## config.mk

```make
export PLATFORM = sky130hd
export DESIGN_NAME = mine_neighbor_counter_flat
export DESIGN_NICKNAME = d
export VERILOG_FILES = /design/src/rtl/mine_neighbor_counter_pkg.sv /design/src/rtl/mine_neighbor_counter_if.sv /design/src/rtl/mine_neighbor_counter_neighbor_addr.sv /design/src/rtl/mine_neighbor_counter.sv /design/src/flat_wrapper.sv
export SDC_FILE = /design/constraint.sdc
export NUM_CORES = 1
export LEC_CHECK = 0
export BUFFER_PORTS_ARGS = -buffer_cell sky130_fd_sc_hd__buf_2
export CAP_MARGIN = 20
export CORE_ASPECT_RATIO = 0.6
export CORE_MARGIN = 2
export CORE_UTILIZATION = 35
export CTS_CLUSTER_SIZE = 25
export DETAILED_ROUTE_END_ITERATION = 7
export GPL_TIMING_DRIVEN = 0
export RECOVER_POWER = 100
export SLEW_MARGIN = 10
export SYNTH_ARGS = -nofsm -noshare
export SYNTH_HDL_FRONTEND = slang
export SYNTH_SLANG_ARGS = --single-unit
```

## constraint.sdc

```tcl
create_clock -name clk -period 3.88 [get_ports clk]
set_input_delay 0.388 -clock clk [delete_from_list [all_inputs] [get_ports clk]]
set_output_delay 0.388 -clock clk [all_outputs]
set_load 0.1 [all_outputs]
```

## src/rtl/mine_neighbor_counter_pkg.sv

```systemverilog
// rtl/mine_neighbor_counter_pkg.sv - shared types, widths and neighbour offsets for the board sequencers
// Purpose: one-hot FSM state encoding, count width, coordinate width helper and the
//          8-entry neighbour offset table (dx/dy indexed by k).
// Ports:   none (package).
package minesweeper_pkg;

  localparam int COUNT_W = 4;

  typedef enum logic [3:0] {
    ST_INIT  = 4'b0001,
    ST_SCAN  = 4'b0010,
    ST_WRITE = 4'b0100,
    ST_DONE  = 4'b1000
  } state_t;

  // Width of a coordinate that indexes 0..n-1; never narrower than one bit.
  function automatic int coord_w(input int n);
    return (n > 1) ? $clog2(n) : 1;
  endfunction

  // Offsets are 2-bit two's complement: 2'b11 = -1, 2'b00 = 0, 2'b01 = +1.
  // k order: (-1,-1) (0,-1) (+1,-1) (-1,0) (+1,0) (-1,+1) (0,+1) (+1,+1)
  function automatic logic [1:0] dx_of(input logic [2:0] k);
    case (k)
      3'd0, 3'd3, 3'd5: dx_of = 2'b11;
      3'd1, 3'd6:       dx_of = 2'b00;
      default:          dx_of = 2'b01;
    endcase
  endfunction

  function automatic logic [1:0] dy_of(input logic [2:0] k);
    case (k)
      3'd0, 3'd1, 3'd2: dy_of = 2'b11;
      3'd3, 3'd4:       dy_of = 2'b00;
      default:          dy_of = 2'b01;
    endcase
  endfunction

endpackage

```

## src/rtl/mine_neighbor_counter_if.sv

```systemverilog
// rtl/mine_neighbor_counter_if.sv - handshake and board-access bundle of the neighbour counter
// Purpose: groups start/ack/done, the mine-board read port and the count-board write port.
// Ports:   master = controller/board side (drives start, ack, mineBoardReadValue);
//          slave  = mine_neighbor_counter (drives read/write addresses, count, strobes, done).
interface mine_neighbor_counter_if #(
  parameter int XW = 3,
  parameter int YW = 3
);
  import minesweeper_pkg::*;

  logic               start;
  logic               ack;
  logic [XW-1:0]      readX;
  logic [YW-1:0]      readY;
  logic               mineBoardReadValue;
  logic [XW-1:0]      writeX;
  logic [YW-1:0]      writeY;
  logic [COUNT_W-1:0] countOut;
  logic               writeCountEn;
  logic               done;

  modport master (
    output start, ack, mineBoardReadValue,
    input  readX, readY, writeX, writeY, countOut, writeCountEn, done
  );

  modport slave (
    input  start, ack, mineBoardReadValue,
    output readX, readY, writeX, writeY, countOut, writeCountEn, done
  );

endinterface

```

## src/rtl/mine_neighbor_counter_neighbor_addr.sv

```systemverilog
// rtl/mine_neighbor_counter_neighbor_addr.sv - neighbour address generator with bounds check
// Purpose: combinational (cell_x, cell_y, k) -> (read_x, read_y, in_bounds).
// Ports:   cell_x/cell_y  current cell; k  neighbour index 0..7;
//          read_x/read_y  low bits of neighbour coordinate; in_bounds  neighbour lies on the board.
module neighbor_addr
  import minesweeper_pkg::*;
#(
  parameter int boardWidth  = 8,
  parameter int boardHeight = 8,
  localparam int XW = coord_w(boardWidth),
  localparam int YW = coord_w(boardHeight)
) (
  input  logic [XW-1:0] cell_x,
  input  logic [YW-1:0] cell_y,
  input  logic [2:0]    k,
  output logic [XW-1:0] read_x,
  output logic [YW-1:0] read_y,
  output logic          in_bounds
);

  localparam logic [XW:0] X_LIM = (XW+1)'(boardWidth);
  localparam logic [YW:0] Y_LIM = (YW+1)'(boardHeight);

  logic signed [1:0] dx;
  logic signed [1:0] dy;
  logic        [XW:0] nx;
  logic        [YW:0] ny;

  // One extra sign bit: -1 shows up with the top bit set, as does an overflow past the
  // last column on power-of-two boards, so both fall out of bounds.
  always_comb begin
    dx = dx_of(k);
    dy = dy_of(k);
    nx = $signed({1'b0, cell_x}) + dx;
    ny = $signed({1'b0, cell_y}) + dy;
    in_bounds = !nx[XW] && (nx < X_LIM) && !ny[YW] && (ny < Y_LIM);
    read_x = nx[XW-1:0];
    read_y = ny[YW-1:0];
  end

endmodule

```

## src/rtl/mine_neighbor_counter.sv

```systemverilog
// rtl/mine_neighbor_counter.sv - counts adjacent mines for every cell of the board
// Purpose: scans cells row-major, reads 8 neighbours per cell (8 cycles), then writes the
//          count (1 cycle); start/done/ack handshake like the other board sequencers.
// Ports:   clk, reset (sync, active-low); bus (slave): start, ack, readX/readY,
//          mineBoardReadValue, writeX/writeY, countOut, writeCountEn, done.
module mine_neighbor_counter
  import minesweeper_pkg::*;
#(
  parameter int boardWidth  = 8,
  parameter int boardHeight = 8
) (
  input  logic                   clk,
  input  logic                   reset,
  mine_neighbor_counter_if.slave bus
);

  localparam int XW = coord_w(boardWidth);
  localparam int YW = coord_w(boardHeight);
  localparam logic [XW-1:0] X_LAST = XW'(boardWidth - 1);
  localparam logic [YW-1:0] Y_LAST = YW'(boardHeight - 1);

  state_t             state;
  logic [XW-1:0]      cell_x;
  logic [YW-1:0]      cell_y;
  logic [2:0]         k;
  logic [COUNT_W-1:0] sum;

  logic [XW-1:0]      addr_x;
  logic [YW-1:0]      addr_y;
  logic               in_bounds;

  neighbor_addr #(
    .boardWidth (boardWidth),
    .boardHeight(boardHeight)
  ) u_neighbor_addr (
    .cell_x   (cell_x),
    .cell_y   (cell_y),
    .k        (k),
    .read_x   (addr_x),
    .read_y   (addr_y),
    .in_bounds(in_bounds)
  );

  always_ff @(posedge clk) begin
    if (!reset) begin
      state  <= ST_INIT;
      cell_x <= '0;
      cell_y <= '0;
      k      <= '0;
      sum    <= '0;
    end else begin
      case (state)
        ST_INIT: begin
          cell_x <= '0;
          cell_y <= '0;
          k      <= '0;
          sum    <= '0;
          if (bus.start) state <= ST_SCAN;
        end
        ST_SCAN: begin
          sum <= sum + COUNT_W'(in_bounds & bus.mineBoardReadValue);
          if (k == 3'd7) state <= ST_WRITE;
          else           k <= k + 3'd1;
        end
        ST_WRITE: begin
          k   <= '0;
          sum <= '0;
          if (cell_x == X_LAST && cell_y == Y_LAST) begin
            state <= ST_DONE;
          end else begin
            state <= ST_SCAN;
            if (cell_x == X_LAST) begin
              cell_x <= '0;
              cell_y <= cell_y + YW'(1);
            end else begin
              cell_x <= cell_x + XW'(1);
            end
          end
        end
        ST_DONE: begin
          if (bus.ack) state <= ST_INIT;
        end
        default: state <= ST_INIT;
      endcase
    end
  end

  // Outside SCAN the read address parks on the current cell, so it reads 0 after reset.
  assign bus.readX        = (state == ST_SCAN) ? addr_x : cell_x;
  assign bus.readY        = (state == ST_SCAN) ? addr_y : cell_y;
  assign bus.writeX       = cell_x;
  assign bus.writeY       = cell_y;
  assign bus.countOut     = sum;
  assign bus.writeCountEn = (state == ST_WRITE);
  assign bus.done         = (state == ST_DONE);

endmodule

```

## src/flat_wrapper.sv

```systemverilog
// flat-port wrapper written by rule: the top's interface ports become plain ports
module mine_neighbor_counter_flat import minesweeper_pkg::*;
#(
  parameter int boardWidth  = 8,
  parameter int boardHeight = 8
)
  (clk, reset, bus_start, bus_ack, bus_mineBoardReadValue, bus_readX, bus_readY, bus_writeX, bus_writeY, bus_countOut, bus_writeCountEn, bus_done);
  mine_neighbor_counter_if #(.XW(3), .YW(3)) bus_i ();
  input  logic clk;
  input  logic reset;
  input wire logic [$bits(bus_i.start)-1:0] bus_start;
  input wire logic [$bits(bus_i.ack)-1:0] bus_ack;
  input wire logic [$bits(bus_i.mineBoardReadValue)-1:0] bus_mineBoardReadValue;
  output wire logic [$bits(bus_i.readX)-1:0] bus_readX;
  output wire logic [$bits(bus_i.readY)-1:0] bus_readY;
  output wire logic [$bits(bus_i.writeX)-1:0] bus_writeX;
  output wire logic [$bits(bus_i.writeY)-1:0] bus_writeY;
  output wire logic [$bits(bus_i.countOut)-1:0] bus_countOut;
  output wire logic [$bits(bus_i.writeCountEn)-1:0] bus_writeCountEn;
  output wire logic [$bits(bus_i.done)-1:0] bus_done;
  assign bus_i.start = bus_start;
  assign bus_i.ack = bus_ack;
  assign bus_i.mineBoardReadValue = bus_mineBoardReadValue;
  assign bus_readX = bus_i.readX;
  assign bus_readY = bus_i.readY;
  assign bus_writeX = bus_i.writeX;
  assign bus_writeY = bus_i.writeY;
  assign bus_countOut = bus_i.countOut;
  assign bus_writeCountEn = bus_i.writeCountEn;
  assign bus_done = bus_i.done;
  mine_neighbor_counter #(.boardWidth(boardWidth), .boardHeight(boardHeight)) u_core (.clk(clk), .reset(reset), .bus(bus_i));
endmodule
```

==> out/results.env, run 1 <==
GRT_FIRST_PASS_WIRELENGTH_UM=5020
STARTPOINT_TYPE='flop'
WORST-PATH-BUF-INV=2
FINAL_LAYOUT_SIZE_SUFFIX_GT1_SHARE_PCT=11.9
CRIT_FAMILY='buffers and inverters'
POST_SYNTH_MUX_AREA_SHARE_PCT=6.65
DRT-TOTAL-WL_UM=2940
SYN_AVG_CELL_AREA_UM2=8.78
CLKLATENCYLATEPIN_PS=250
NUMBER_OF_PORT_BUFFERS=22
NUM_IO_PINS=23
POWER.DENSITY_CELL_AREA_nW_PER_UM2=311
STARTING_DENSITY_OF_THE_CORE_PCT=36.2
POWER_SWITCHING_SHARE_PCT=36.5
SYNTH.TOP_CELLS.BY_AREA='sky130_fd_sc_hd__dfxtp_1, sky130_fd_sc_hd__ha_1, sky130_fd_sc_hd__nor2b_1'
PLACEMENT.SETUP.WORST_SLACK_PS=636
CRITICAL_PATH.MAX_FANOUT=5
INTPOWER_uW=298
MIN-DELAY-PATH-CLASS='primary input to flop'
CLOCK_TREE_FROM_TRITONCTS='built'
POSTSYNTHCELLCOUNT=150
DELAY_OF_THE_SLOWEST_CRITICAL_PATH_STAGE_PS=850
FINALSETUPVIOLATIONS=0
DRT_ITER0_MARKERS=19
SYNTH-SIMPLE-AREA-SHARE_PCT=22.1
CELLLEAKAGEPOWER_nW=0.655
CTS.CLK_SLEW.WORST_PATHS_PS=60
POWER.SHARE.CLOCK_PCT=27.7
FLOORPLAN.DIE.HEIGHT_UM=51.5
RESULT_OF_THE_RUN='finished, final reports clean'
FINAL_CORE_UTIL_PCT=41.5
MAX_CAP_VIOLATIONS=0
VDD_IR_DROP_MAX_mV=0.155
SYNTHESIZED_FLOP_AND_LATCH_TOTAL=17
FINAL_HOLD_VIOL_COUNT=0
TIMING.CRITICAL_PATH.REQUIRED_PS=3490
ROUTED-VIA-COUNT=1138
SYN-CELL-AREA_UM2=1320
POST_SYN_NETS=174
HOLD_START='bus_start'
VIAS_PER_CELL=5.10
CHIPWIDTH_UM=83.2
TRITONCTS.NUM_BUFFERS=3
SETUP.WORST_PATH.END_CLASS='output port'
HOLDBUFCOUNTCTS=0
TIMING.MAX_SLEW.REL_SLACK_PCT=22.7
CTS.SINKS=17
SKEW_PS=7.30
SYNTH_XOR_AREA_SHARE_PCT=3.99
GLOBALROUTEOVERFLOWTOTAL=0
YOSYS_WARNS=0
FILL_CELLS=376
FIN_WS_PS=550
POST-CTS-SETUP-BUFFER-COUNT=0
CTS_RESIZED=0
FMAX_MHz=300
SYNTH_FF_TYPE='sky130_fd_sc_hd__dfxtp_1'
YOSYSTOPAREACELL='sky130_fd_sc_hd__dfxtp_1'
POWER.NET_SWITCHING_uW=171
GRT_UTIL_ALL_LAYERS_PCT=14.5
DIE_AREA_UM2=4280
ANTENNA-DIODE-COUNT=0
P_COMB_SHARE_PCT=33.1
PATH_CELLS='inv_1, ha_1, nor3_1, and3_1, a21oi_1, ha_1, ha_1, mux2_2, clkbuf_1'
SYNTH.YOSYS.SEQ_AREA_SHARE_PCT=25.9
SYNTH.LIB_CELLS_USED.DISTINCT=43
FIRST_GLOBAL_VIAS=1098
CTS_BUFFER_DEPTH=2
CTS_MAX_LEVEL=1
PATH_COMMON_CELL='sky130_fd_sc_hd__ha_1'
CTS.ROOT.BUFFER_CELL='sky130_fd_sc_hd__clkbuf_8'
MIN_PERIOD_OVER_PERIOD_PCT=85.8
CRITICAL-PATH-SLOWEST-CELL='sky130_fd_sc_hd__clkbuf_1'
SYNTH_COMPOUND_GATE_AREA_SHARE_PCT=17.2
NUM-NETS-FINAL=201
POST_SYNTH_FA_HA_MAJ_AREA_FRACTION_PCT=18.6
TIMING.RR.START='u_core.k[1]'
GRT_ANTENNA_BEFORE_REPAIR=0
SEQPWRFRAC_PCT=39.2
SYNTH_TOP_FAMILY_BY_AREA='simple AND/OR/NAND/NOR gates'
FINAL_ANTENNA_NET_COUNT=0
SYNTH_ENABLE_FLOP_CELLS=0
FLOORPLAN.ROWS=17
GRT_SETUP_UNREPAIRED='no'
SLEW_AT_THE_PIN_CLOSEST_TO_ITS_MAX_SLEW_LIMIT_PS=1160
CORE_AREA_UM2=3640
SYN2LAYOUT_AREA_GROWTH_PCT=14.6
SYNTHARSTFLOPSHARE_PCT=0
DR.PASS1.ITERS=4
TIMING_WORST_SETUP_PATH_TYPE='flop to output port'
SETUP.WORST_PATH.START='u_core.k[0]'
POST_DRT_WL_PER_CELL_UM=13.2
DRC=0
DPL.HPWL_UM=2380
WORST_EP_ARRIVAL_TIME_PS=2940
POST_ROUTE_SETUP_TNS_PS=0
FINAL_MAX_SLEW_VIOL_COUNT=0
PIN_COUNT_OF_THE_BIGGEST_NET_ENTERING_GLOBAL_ROUTING=11
GP_ROUTABILITY_CONGESTION=0.771
MIN_PERIOD_PS=3330
SYNTH.TOP_CELL.AREA_SHARE_PCT=25.9
-- Yosys cell counts (4+ instances only) --
cell type	count
sky130_fd_sc_hd__xor2_1	5
sky130_fd_sc_hd__dfxtp_1	17
sky130_fd_sc_hd__nor3b_1	4
sky130_fd_sc_hd__mux2i_1	5
sky130_fd_sc_hd__ha_1	18
sky130_fd_sc_hd__o21ai_0	11
sky130_fd_sc_hd__a21oi_1	5
sky130_fd_sc_hd__inv_1	8
sky130_fd_sc_hd__nand2_1	9
sky130_fd_sc_hd__nor2_1	11
sky130_fd_sc_hd__nor2b_1	9
-- layer usage --
layer  vias to the layer above  share of wire, %  global-route usage (%)
met3                         0               5.4                    3.65
met4                         0                 0                    1.91
met2                        20                43                    24.2
met5                         -                 0                       0
met1                       534                52                    19.8
li1                        584                 -                       -
-- flip-flops by register name, summed over array words and instances (netlist names) --
| signal | count |
|---|---|
| u_core.bus.countOut | 4 |
| u_core.bus.writeX | 3 |
| u_core.bus.writeY | 3 |
| u_core.k | 3 |
| u_core.state | 4 |
-- cell usage in the layout, fill, tap and decap left out, types with 2 or more instances in the layout --
cell                       count
sky130_fd_sc_hd__a21oi_1       6
sky130_fd_sc_hd__xor2_1        5
sky130_fd_sc_hd__a21o_1        2
sky130_fd_sc_hd__or3_1         3
sky130_fd_sc_hd__and2_1        2
sky130_fd_sc_hd__clkbuf_2      3
sky130_fd_sc_hd__buf_6         2
sky130_fd_sc_hd__a21boi_0      4
sky130_fd_sc_hd__clkbuf_8      3
sky130_fd_sc_hd__nand3_1       2
sky130_fd_sc_hd__nor3_1        3
sky130_fd_sc_hd__mux2_2        2
sky130_fd_sc_hd__dfxtp_1      17
sky130_fd_sc_hd__mux2i_1       5
sky130_fd_sc_hd__nor3b_1       4
sky130_fd_sc_hd__o311ai_0      2
sky130_fd_sc_hd__o21ai_0       8
sky130_fd_sc_hd__o21a_1        2
sky130_fd_sc_hd__a31oi_1       2
sky130_fd_sc_hd__ha_1         18
sky130_fd_sc_hd__o21ai_1       3
sky130_fd_sc_hd__inv_1         8
sky130_fd_sc_hd__nor2_1       11
sky130_fd_sc_hd__nor2b_1       9
sky130_fd_sc_hd__nand2_1       9
sky130_fd_sc_hd__buf_2         5
sky130_fd_sc_hd__clkbuf_1     17
-- metrics by stage --
stage	total power, mW	instance area [µm²]	cells	hold WS, ps
6_report	0.469	1510	223	410
5_1_grt	0.497	1510	223	411
4_1_cts	0.477	1530	223	398
3_5_place_dp	0.345	1490	219	512
3_3_place_gp	0.340	1490	219	464
2_1_floorplan	0.316	1320	150	537
-- final timing paths --
path,cells past startpoint,endpoint,slack (ps)
min reg2reg,2,u_core.bus.countOut[3],530
max,9,bus_readY[1],550
max reg2reg,14,u_core.bus.countOut[3],610
min,2,u_core.state[0],410
-- power by group through the flow --
stage               sequential (mW)  combinational [mW]  clock, mW
detailed placement            0.187               0.157          0
CTS                           0.183               0.158      0.135
floorplan                     0.186               0.129          0
global route                  0.184               0.169      0.143
global placement              0.187               0.153          0
finish                        0.184               0.155      0.130
-- layout make-up --
| cell class | instances | area (µm²) | share of cell area, % |
|---|---|---|---|
| multi-input combinational | 119 | 900 | 59.6 |
| sequential | 17 | 340 | 22.6 |
| timing repair buffer | 22 | 92.6 | 6.14 |
| tap | 47 | 58.8 | 3.90 |
| clock buffer | 3 | 41.3 | 2.74 |
| buffer | 6 | 41.3 | 2.74 |
| inverter | 8 | 30.0 | 1.99 |
| clock inverter | 1 | 5.00 | 0.332 |
-- kinds of logic (layout without fill, tap and decap cells) --
group,count (synthesis),after routing
and+or+nand+nor,52,52
AOI/OAI and AO/OA,34,34
adders and majority gates,19,19
DFF,17,17
buffers and inverters,14,40
muxes,8,8
xor gates and xnor gates,6,6
No activity file was read; power rests on OpenSTA's default activity.
==> inputs of run 2 (changes only) <==
PLACE_DENSITY_LB_ADDON = 0.08   (was not set)
==> run 2 against run 1 <==
Non-clock buffer count unchanged; routed wire length decreased by 2.2%; setup slack improved by 14 ps; sequential power about the same; utilization about the same; total power increased by 0.59%; fmax increased by 0.41%; sequential cell count unchanged; first-iteration DRC count increased by 150%; die area unchanged; final cell count unchanged; count of clock-buffer cells in the layout increased by 1; critical path type unchanged; critical endpoint is now bus_readX[1].
==> out/results.env, run 2 (synthesis results as in run 1) <==
CLKLATENCYLATEPIN_PS=250
FLOORPLAN.ROWS=17
DESIGN_POWER_TOTAL_uW=472
FINAL_LAYOUT_SIZE_SUFFIX_GT1_SHARE_PCT=11.4
DELAY_OF_THE_SLOWEST_CRITICAL_PATH_STAGE_PS=460
NUM_IO_PINS=23
REG2REG_SETUP_SLACK_PS=690
CRITICAL_PATH_CELL_COUNT=10
SKEW_PS=0.480
PLACEMENT.SETUP.WORST_SLACK_PS=698
FINAL_CELL_AREA_UM2=1510
CRITICAL_PATH.MAX_FANOUT=4
CHIPWIDTH_UM=83.2
POWER.DENSITY_CELL_AREA_nW_PER_UM2=313
FILL_CELLS=389
RESULT_OF_THE_RUN='finished, final reports clean'
NUMBER_OF_PORT_BUFFERS=22
CTS_MAX_LEVEL=1
TRITONCTS.NUM_BUFFERS=3
GRT_SETUP_UNREPAIRED='no'
GLOBALROUTEOVERFLOWTOTAL=0
SYN2LAYOUT_AREA_GROWTH_PCT=14.5
VDD_IR_DROP_MAX_mV=0.161
MIN-DELAY-PATH-CLASS='primary input to flop'
FINISH.CELL_COUNT_WITHOUT_FILLERS=223
DRC=0
NUM-NETS-FINAL=201
CTS.SINKS=17
HOLD_DEPTH=2
FLOORPLAN.DIE.HEIGHT_UM=51.5
MIN_PERIOD_PS=3320
GRT_UTIL_ALL_LAYERS_PCT=14.3
PLACED_AREA_UM2=1490
POST_ROUTE_SETUP_TNS_PS=0
CRIT_FAMILY='adder cells'
GRT_ANTENNA_BEFORE_REPAIR=0
PLACEDCELLCOUNT=219
SETUP.WORST_PATH.END='bus_readX[1]'
CTS_RESIZED=0
FIN_WS_PS=563
CTS.ROOT.BUFFER_CELL='sky130_fd_sc_hd__clkbuf_8'
FINALHOLDWORSTSLACK_PS=399
POST_DRT_WL_PER_CELL_UM=12.9
CTS.CLK_SLEW.WORST_PATHS_PS=70
CELLLEAKAGEPOWER_nW=0.652
TIMING.MAX_SLEW.REL_SLACK_PCT=22.1
CLOCK_TREE_FROM_TRITONCTS='built'
CRITICAL-PATH-SLOWEST-CELL='sky130_fd_sc_hd__clkbuf_2'
SETUP.WORST_PATH.START='u_core.k[1]'
DIE_AREA_UM2=4280
DR.PASS1.ITERS=4
TIMING_WORST_SETUP_PATH_TYPE='flop to output port'
TIMING.RR.START='u_core.k[1]'
FINAL_MAX_SLEW_VIOL_COUNT=0
PIN_COUNT_OF_THE_BIGGEST_NET_ENTERING_GLOBAL_ROUTING=11
COMMONEST_CELLS_AFTER_ROUTING_FILL_AND_TAPS_ASIDE='sky130_fd_sc_hd__clkbuf_1, sky130_fd_sc_hd__ha_1, sky130_fd_sc_hd__dfxtp_1'
HOLDBUFCOUNTCTS=0
DRT_ITER0_MARKERS=47
STARTING_DENSITY_OF_THE_CORE_PCT=36.2
FINALSETUPVIOLATIONS=0
FINAL_CORE_UTIL_PCT=41.5
RR_WORST_DEPTH=15
DRT-TOTAL-WL_UM=2880
GP_ROUTABILITY_CONGESTION=0.789
WORST_EP_ARRIVAL_TIME_PS=2930
FMAX_MHz=302
VIAS_PER_CELL=5.00
ROUTED-VIA-COUNT=1115
FINAL_ANTENNA_NET_COUNT=0
SLEW_AT_THE_PIN_CLOSEST_TO_ITS_MAX_SLEW_LIMIT_PS=1170
MIN_PERIOD_OVER_PERIOD_PCT=85.5
CTS_BUFFER_DEPTH=2
CORE_AREA_UM2=3640
WORST-PATH-BUF-INV=3
FIRST_GLOBAL_VIAS=1037
DPL.HPWL_UM=2290
REG2REG_TO='u_core.bus.countOut[2]'
FINAL_HOLD_VIOL_COUNT=0
STARTPOINT_TYPE='flop'
TIMING.CRITICAL_PATH.REQUIRED_PS=3490
PATH_CELLS='inv_1, ha_1, and2_0, a211oi_2, nand2_1, ha_1, inv_1, fa_1, o21ai_1, clkbuf_2'
SETUP.WORST_PATH.END_CLASS='output port'
MAX_CAP_VIOLATIONS=0
GRT_FIRST_PASS_WIRELENGTH_UM=4860
POST-CTS-SETUP-BUFFER-COUNT=0
ANTENNA-DIODE-COUNT=0
-- run 2: metal layers --
layer / part of all wire [%] / global-route usage, % / up-vias
li1: - / - / 583
met1: 56 / 19.7 / 518
met2: 40 / 23.0 / 14
met3: 3.9 / 4.29 / 0
met4: 0 / 1.64 / 0
met5: 0 / 0 / -
-- run 2: final cells by class --
type,instances,area (µm²),share of cell area (%)
Timing Repair Buffer,22,92.6,6.14
Tap cell,47,58.8,3.90
Buffer,6,41.3,2.74
Sequential cell,17,340,22.6
Clock buffer,4,45.0,2.99
Multi-Input combinational cell,119,900,59.7
Inverter,8,30.0,1.99
-- run 2: worst min path at each step --
stage,to,start
5_1_grt,u_core.state[0],bus_start
2_1_floorplan,u_core.k[0],u_core.k[0]
3_5_place_dp,u_core.bus.countOut[3],u_core.bus.countOut[3]
4_1_cts,u_core.state[0],bus_start
3_3_place_gp,u_core.bus.countOut[3],u_core.bus.countOut[3]
6_report,u_core.state[0],bus_start
-- run 2: power by group --
part	total, mW	internal (mW)	switching [mW]
Combinational	0.156	0.0471	0.109
Clock	0.131	0.0728	0.0587
Sequential	0.184	0.180	0.00433
